===== config.mk =====
export PLATFORM = sky130hd
export DESIGN_NAME = thresholding
export DESIGN_NICKNAME = d
export VERILOG_FILES = /design/src/rtl/thresholding_pkg.sv /design/src/rtl/threshold_core.sv /design/src/rtl/thresholding.sv
export SDC_FILE = /design/constraint.sdc
export NUM_CORES = 1
export LEC_CHECK = 0
export ABC_AREA = 1
export CORE_ASPECT_RATIO = 0.75
export CORE_MARGIN = 2
export CORE_UTILIZATION = 51
export DETAILED_ROUTE_END_ITERATION = 12
export PLACE_DENSITY = 0.79
export SLEW_MARGIN = 20
export SYNTH_ARGS = -nofsm -noshare
export SYNTH_HDL_FRONTEND = slang
export SYNTH_SLANG_ARGS = --single-unit

===== constraint.sdc =====
create_clock -name clk -period 1.9 [get_ports clk]
set_input_delay 0.38 -clock clk [delete_from_list [all_inputs] [get_ports clk]]
set_output_delay 0.38 -clock clk [all_outputs]
set_load 0.01 [all_outputs]

===== src/rtl/thresholding_pkg.sv =====
// ----------------------------------------------------------------------------
// thresholding_pkg
// Shared definitions for the streaming thresholding stage:
//   - default sample and index widths
//   - FSM state encoding
//   - helper giving the width needed to hold |sample| without overflow
// ----------------------------------------------------------------------------
package thresholding_pkg;

    localparam int unsigned W_DEF   = 12;
    localparam int unsigned IDW_DEF = 12;

    localparam logic ST_IDLE = 1'b0;
    localparam logic ST_RUN  = 1'b1;

    // |most negative value| needs one extra bit over the sample width.
    function automatic int unsigned abs_width(input int unsigned w);
        return w + 1;
    endfunction

endpackage


===== src/rtl/threshold_core.sv =====
// ----------------------------------------------------------------------------
// threshold_core
// Purely combinational hard/soft thresholding of one signed sample.
// Ports:
//   sig     in  [W-1:0]  signed input sample
//   y_next  out [W-1:0]  thresholded sample
// Parameters:
//   THRESH  threshold magnitude (unsigned)
//   SOFT    0 = hard (pass or zero), 1 = soft (shrink toward zero by THRESH)
// ----------------------------------------------------------------------------
module threshold_core
    import thresholding_pkg::*;
#(
    parameter int unsigned W      = W_DEF,
    parameter int unsigned THRESH = 64,
    parameter int unsigned SOFT   = 0
) (
    input  logic [W-1:0] sig,
    output logic [W-1:0] y_next
);

    localparam int unsigned AW = abs_width(W);
    localparam logic [AW-1:0] ONE = AW'(1);
    localparam logic [AW-1:0] TH  = AW'(THRESH);

    logic [AW-1:0] w_sig_ext;
    logic [AW-1:0] w_abs;
    logic [AW-1:0] w_mag;
    logic [AW-1:0] w_soft;
    logic          w_above;
    logic          w_unused_msb;

    always_comb begin
        w_sig_ext = {sig[W-1], sig};
        // Extra bit lets the most negative sample produce a positive magnitude.
        w_abs     = sig[W-1] ? (~w_sig_ext + ONE) : w_sig_ext;
        w_above   = (w_abs > TH);
        w_mag     = w_abs - TH;
        // Sign restore in AW bits; the magnitude always fits W bits once
        // re-signed, including THRESH=0 with the most negative input.
        w_soft    = sig[W-1] ? (~w_mag + ONE) : w_mag;

        y_next = '0;
        if (w_above) begin
            if (SOFT != 0) begin
                y_next = w_soft[W-1:0];
            end else begin
                y_next = sig;
            end
        end
    end

    assign w_unused_msb = w_soft[AW-1];

endmodule


===== src/rtl/thresholding.sv =====
// ----------------------------------------------------------------------------
// thresholding
// Streaming element-wise thresholding stage. A start pulse in IDLE opens a
// frame of exactly N samples, one per clock; each result is registered and
// emitted with a one-cycle valid strobe and its sample index.
// Ports:
//   clk     in   rising-edge clock
//   reset   in   asynchronous active-low reset
//   enable  in   start pulse, honoured only in IDLE
//   sig     in   [W-1:0] signed input sample
//   y       out  [W-1:0] registered thresholded sample
//   done    out  output-valid strobe
//   id      out  [IDW-1:0] index of the sample currently on y
// ----------------------------------------------------------------------------
module thresholding
    import thresholding_pkg::*;
#(
    parameter int unsigned N      = 2048,
    parameter int unsigned W      = W_DEF,
    parameter int unsigned IDW    = IDW_DEF,
    parameter int unsigned THRESH = 64,
    parameter int unsigned SOFT   = 0
) (
    input  logic           clk,
    input  logic           reset,
    input  logic           enable,
    input  logic [W-1:0]   sig,
    output logic [W-1:0]   y,
    output logic           done,
    output logic [IDW-1:0] id
);

    localparam logic [IDW-1:0] LAST    = IDW'(N - 1);
    localparam logic [IDW-1:0] CNT_ONE = IDW'(1);

    logic           r_state;
    logic [IDW-1:0] r_cnt;
    logic [W-1:0]   r_y;
    logic           r_done;
    logic [IDW-1:0] r_id;
    logic [W-1:0]   w_y_next;

    threshold_core #(
        .W      (W),
        .THRESH (THRESH),
        .SOFT   (SOFT)
    ) u_core (
        .sig    (sig),
        .y_next (w_y_next)
    );

    always_ff @(posedge clk or negedge reset) begin
        if (!reset) begin
            r_state <= ST_IDLE;
            r_cnt   <= '0;
            r_y     <= '0;
            r_done  <= 1'b0;
            r_id    <= '0;
        end else begin
            case (r_state)
                ST_IDLE: begin
                    // y and id keep the last emitted sample.
                    r_done <= 1'b0;
                    if (enable) begin
                        r_state <= ST_RUN;
                        r_cnt   <= '0;
                    end
                end
                ST_RUN: begin
                    // enable is ignored here; a frame always runs to N samples.
                    r_y    <= w_y_next;
                    r_done <= 1'b1;
                    r_id   <= r_cnt;
                    if (r_cnt == LAST) begin
                        r_state <= ST_IDLE;
                        r_cnt   <= '0;
                    end else begin
                        r_cnt <= r_cnt + CNT_ONE;
                    end
                end
                default: begin
                    r_state <= ST_IDLE;
                end
            endcase
        end
    end

    assign y    = r_y;
    assign done = r_done;
    assign id   = r_id;

endmodule


* Yosys cells after proc, flatten, opt, wreduce, memory -nomap -nowiden
Cells that the tools add are included.
** Operators by class
- Mux-type cells :: 9
- Bitwise gates (word level) :: 2
- Eq/ne operators :: 2
- Add/subtract/negate cells :: 2
- Magnitude comparators :: 1
** Operators by type and width (number)
- $mux 12 :: 3
- $pmux 12 s2 :: 1
- $add 13x1->13 const B :: 1
- $gt 13x7->1 const B :: 1
- $mux 13 :: 1
- $not 13->13 :: 1
- $add 12x1->12 const B :: 1
- $eq 12x11->1 const B :: 1
- $pmux 1 s2 :: 2
- $mux 1 :: 2
- $ne 2x2->1 const B :: 1
- $not 1->1 :: 1
** Storage, ports and cells
- Register bits :: 38
- Word-level logic and storage cells :: 21

* Depth between registers and ports, before layout
- Word-level depth :: 5
- Depth in mapped cells :: 15
- Depth with buffers taken out :: 14

* By module
Synthesis repeated with hierarchy kept, for this count alone.
** Second synthesis, totals
- Cell total of the unflattened synthesis :: 272
- Area total of the unflattened synthesis :: 2026.9 sq um
** By module, submodules not included
- thresholding :: area an instance 1660.3 sq um, sequential area each 950.9 sq um, times used 1, cells each 201
- threshold_core :: area an instance 366.6 sq um, sequential area each 0.0 sq um, times used 1, cells each 71

* Worst setup path after synthesis
OpenSTA, ideal clock, no wires.
- Kind :: input port to flip-flop
- Start :: input port sig[0]
- End :: register r_y[11], in the netlist y[11]
- Stages on the path :: 15
- Data arrival time :: 1.443 ns
- Path buffers :: 1
- Path slack :: 0.341 ns
- Library setup time :: 0.116 ns
- Cell sequence :: inv_1 > ha_1 > nand2_1 > inv_1 > nand2_1 > nand2_1 > nand2_1 > nand2_1 > inv_1 > nand2_1 > nor2_2 > nand2_2 > buf_6 > nand2_1 > nand2_1
** On the way
- Longest elaborated chain between the ends :: 5
** RTL lines
- start: declaration :: RTL line thresholding.sv:27 : input logic [W-1:0] sig,
- $not 13->13 :: RTL line threshold_core.sv:36 : w_abs = sig[W-1] ? (~w_sig_ext + ONE) : w_sig_ext;
- $add 13x1->13 :: RTL line threshold_core.sv:36
- $mux 13 (*) :: RTL line threshold_core.sv:36
- $gt 13x7->1 (*) :: RTL line threshold_core.sv:37 : w_above = (w_abs > TH);
- $mux 12 (*) :: RTL line threshold_core.sv:44 : if (w_above) begin
- end signal: assignment :: RTL line thresholding.sv:71 : r_y <= w_y_next;
- end: declaration :: RTL line thresholding.sv:38 : logic [W-1:0] r_y;
Every way passes the cells marked *; elsewhere a longest branch is shown, timed or not.
A chain may end at the register's enable or synchronous reset.

* Final worst setup path
- Start :: input port sig[6]
- End :: register r_y[5], in the netlist y[5]
The elaborated chain is that of the path after synthesis.

==> results.cfg <==
[min_path]
hold_path_class = primary input to asynchronous set/reset pin

[pwr]
leakage_uw = 0.001425
peakVddDrop_mv = 0.4595
power_density_mw_per_mm2 = 596.7
p_total_uw = 1650

[floorplanning]
fp.dieArea_mm2 = 0.004518
initial_core_util_pct = 54.54
die_w_um = 76.95
die_y_um = 58.72
core_mm2 = 0.003732
io_pins = 40
row_count = 19

[layout]
area_growth_pct = 35.83
n_antenna_cell = 0
drive_gt1_share_pct = 16.27
final_nets = 348
fin_area_mm2 = 0.002765
fillers = 282

[sta]
finalSetupViolations = 0
period_share_pct = 94.96
clock_skew_ns = 0.005179
maxSlewHeadroom_pct = 68.98
max_slew.worst_pin.slew_ns = 0.4652
finalCriticalPeriod_ns = 1.804
drv_slew = 0
fmax_mhz = 554.2
hold_violations = 0

[grt]
first_global_vias = 1760
grt_usage_pct = 22.61
grt_pass1_wl_mm = 7.962
antenna_found_initial = 0
grt_max_degree = 39
grt_overflow_total = 0

[placed_design]
port_buffers = 39
dp_hpwl_mm = 3.395
place_congestion = 0.8836
place_area_mm2 = 0.002580

[drt]
drc = 0
drt-pass1-iter-count = 5
routed_via_density = 4.898
via_count = 1881
avgRoutedWirePerCell_um = 12.47
drt.antenna.violating_nets = 0
dr.first_iter.drc_count = 133
wirelength_mm = 4.790

[logic_synthesis]
synthXorXnorAreaFrac_pct = 4.733
synth.most_common_cell = nand2_1
syn_nets = 289
synth_edf_count = 0
synth_compound_area_share_pct = 8.236
synth_fa_ha_area_share_pct = 1.229
synthSimpleGateAreaFrac_pct = 28.76
synth_cell_types = 23
synth_mux_area_share_pct = 0
ys_seq_area_share_pct = 46.71
syn_inst = 272
ys_top_cells_by_count = nand2_1 (103), inv_1 (39), dfrtp_1 (38)
yosys.area.top_type_share_pct = 46.71
async_flop_share_pct = 100.0
ys.flop_type = dfrtp_1
yosysWarnings = 0
synth_top_cell_by_area = dfrtp_1
synth_top_family_by_area = simple AND/OR/NAND/NOR gates
ys_ff_latch = 38
synth.area.top_cells = dfrtp_1 (47%), nand2_1 (19%), inv_1 (7.2%)
synth.avg_cell_area_um2 = 7.484
syn_area_mm2 = 0.002036

[critical_path]
endpoint_kind = flop
required_ns = 2.09
worstPathArrival_ns = 1.99
path_max_fanout = 6
path_class = primary input to flop
cp-start-kind = primary input
r2r_slack_ns = 0.22

[cts]
insertion_delay_ns = 0.29
cts-root-buf = clkbuf_8
clkTransAtPathRegs_ns = 0.08
htree_levels = 2
cts_sinks = 38
numCtsBuffers = 5
cts_tree = done
ctsHoldBuffers = 0
clock_path_buffers = 2
post_cts_buffers = 0

[flow_run]
maxCapViolCount = 0

[run_status]
status = complete, no violations
cell families after synthesis:
| logic type | after synthesis |
|---|---|
| AND/OR/NAND/NOR | 142 |
| flip-flops | 38 |
| adder cells (fa/ha/maj) | 2 |
| buffers and inverters | 49 |
| XOR/XNOR | 11 |
| AO/OA/AOI/OAI | 30 |
cell type report:
class	count	area, µm²	share of cell area, %
Clock inverter	2	12.51	0.4525
Timing Repair Buffer	59	550.5	19.91
Inverter	41	153.9	5.566
Sequential cell	38	950.9	34.39
Clock buffer	6	82.58	2.986
Multi-Input combinational cell	186	949.7	34.34
Tap cell	52	65.06	2.353
routing by layer:
layer	track usage (%)	wire (µm)	part of all wire, %
met1	32.83	2363	49
met2	34.34	2142	45
met3	4.448	244	5.1
met5	0	0	0
met4	8.052	39	0.81
timing repair:
action                                  CTS  global route
pin swaps                                 0             9
endpoints found under the setup margin   12            12
gates resized for setup                   1            24
gates cloned                              0             1
power by group:
part / total (µW) / internal [µW] / leakage (µW) / switching (µW)
Clock: 581 / 292 / 0.0000472 / 289
Combinational: 234 / 112 / 0.000917 / 122
Sequential: 836 / 825 / 0.000461 / 10.8
Total: 1650 / 1230 / 0.00142 / 422
stage by stage:
step	hold WS, ns	cells	TNS (ns)	setup WS [ns]	utilization (%)
after floorplan	0.08441	272	0	0.3411	-
after global placement	0.4485	375	-3.322	-0.2891	69.13
after detailed placement	0.4522	375	-4.009	-0.3514	69.13
after CTS	0.1384	383	0	0.003415	71.81
after global routing	0.1630	384	-0.002361	-0.002361	74.09
final	0.1157	384	0	0.09569	74.09
worst max-delay path, cell delays in order:
cell and delay [ns]:
clkdlybuf4s50_1 0.46, nor2_1 0.18, nand2_2 0.11, o21ai_4 0.18
nand3_1 0.09, nand2_1 0.07, nand2_1 0.10, nor2_4 0.19
nand2_4 0.11, nand2_1 0.08, nand2_1 0.05
placed cells by master (no fill, tap or decap):
| cell | netlist | routed |
|---|---|---|
| clkinv_2 | 0 | 1 |
| inv_1 | 39 | 37 |
| nor2_2 | 3 | 4 |
| clkdlybuf4s50_1 | 0 | 32 |
| o21ai_2 | 2 | 1 |
| nand4_1 | 2 | 2 |
| nor2_1 | 15 | 12 |
| inv_2 | 2 | 4 |
| xnor2_1 | 2 | 2 |
| nand3_1 | 11 | 11 |
| a21oi_2 | 0 | 1 |
| nand2_1 | 103 | 98 |
| nand2_2 | 4 | 7 |
| nor2_4 | 0 | 2 |
| xor2_1 | 9 | 9 |
| o31ai_1 | 1 | 1 |
| clkbuf_8 | 0 | 6 |
| a21oi_1 | 2 | 1 |
| ha_4 | 0 | 1 |
| dlymetal6s2s_1 | 0 | 6 |
| o21ai_1 | 4 | 4 |
| o21ai_4 | 0 | 1 |
| nor3_4 | 1 | 1 |
| buf_2 | 0 | 1 |
| buf_4 | 1 | 20 |
| o22ai_1 | 6 | 6 |
| nand2_4 | 0 | 3 |
| nor3_1 | 3 | 3 |
| dfrtp_1 | 38 | 38 |
| clkinvlp_4 | 0 | 1 |
| o21ai_0 | 15 | 15 |
| ha_1 | 2 | 1 |
state kept, by name (all words and copies together), names as in the netlist:
name,count
r_cnt,12
id,12
done,1
y,12
r_state,1
final timing paths:
check                                     start               endpoint  cells after the start
max                                      sig[6]       y[5]$_DFFE_PN0P_                     11
min                                       reset      id[0]$_DFFE_PN0P_                      2
max reg2reg                r_cnt[0]$_DFFE_PN0P_  r_cnt[10]$_DFFE_PN0P_                      6
min reg2reg                   id[6]$_DFFE_PN0P_      id[6]$_DFFE_PN0P_                      2
max in group asynchronous                 reset   r_cnt[7]$_DFFE_PN0P_                      2
min in group clk              id[6]$_DFFE_PN0P_      id[6]$_DFFE_PN0P_                      2
Power figures use the tool's default switching activity.
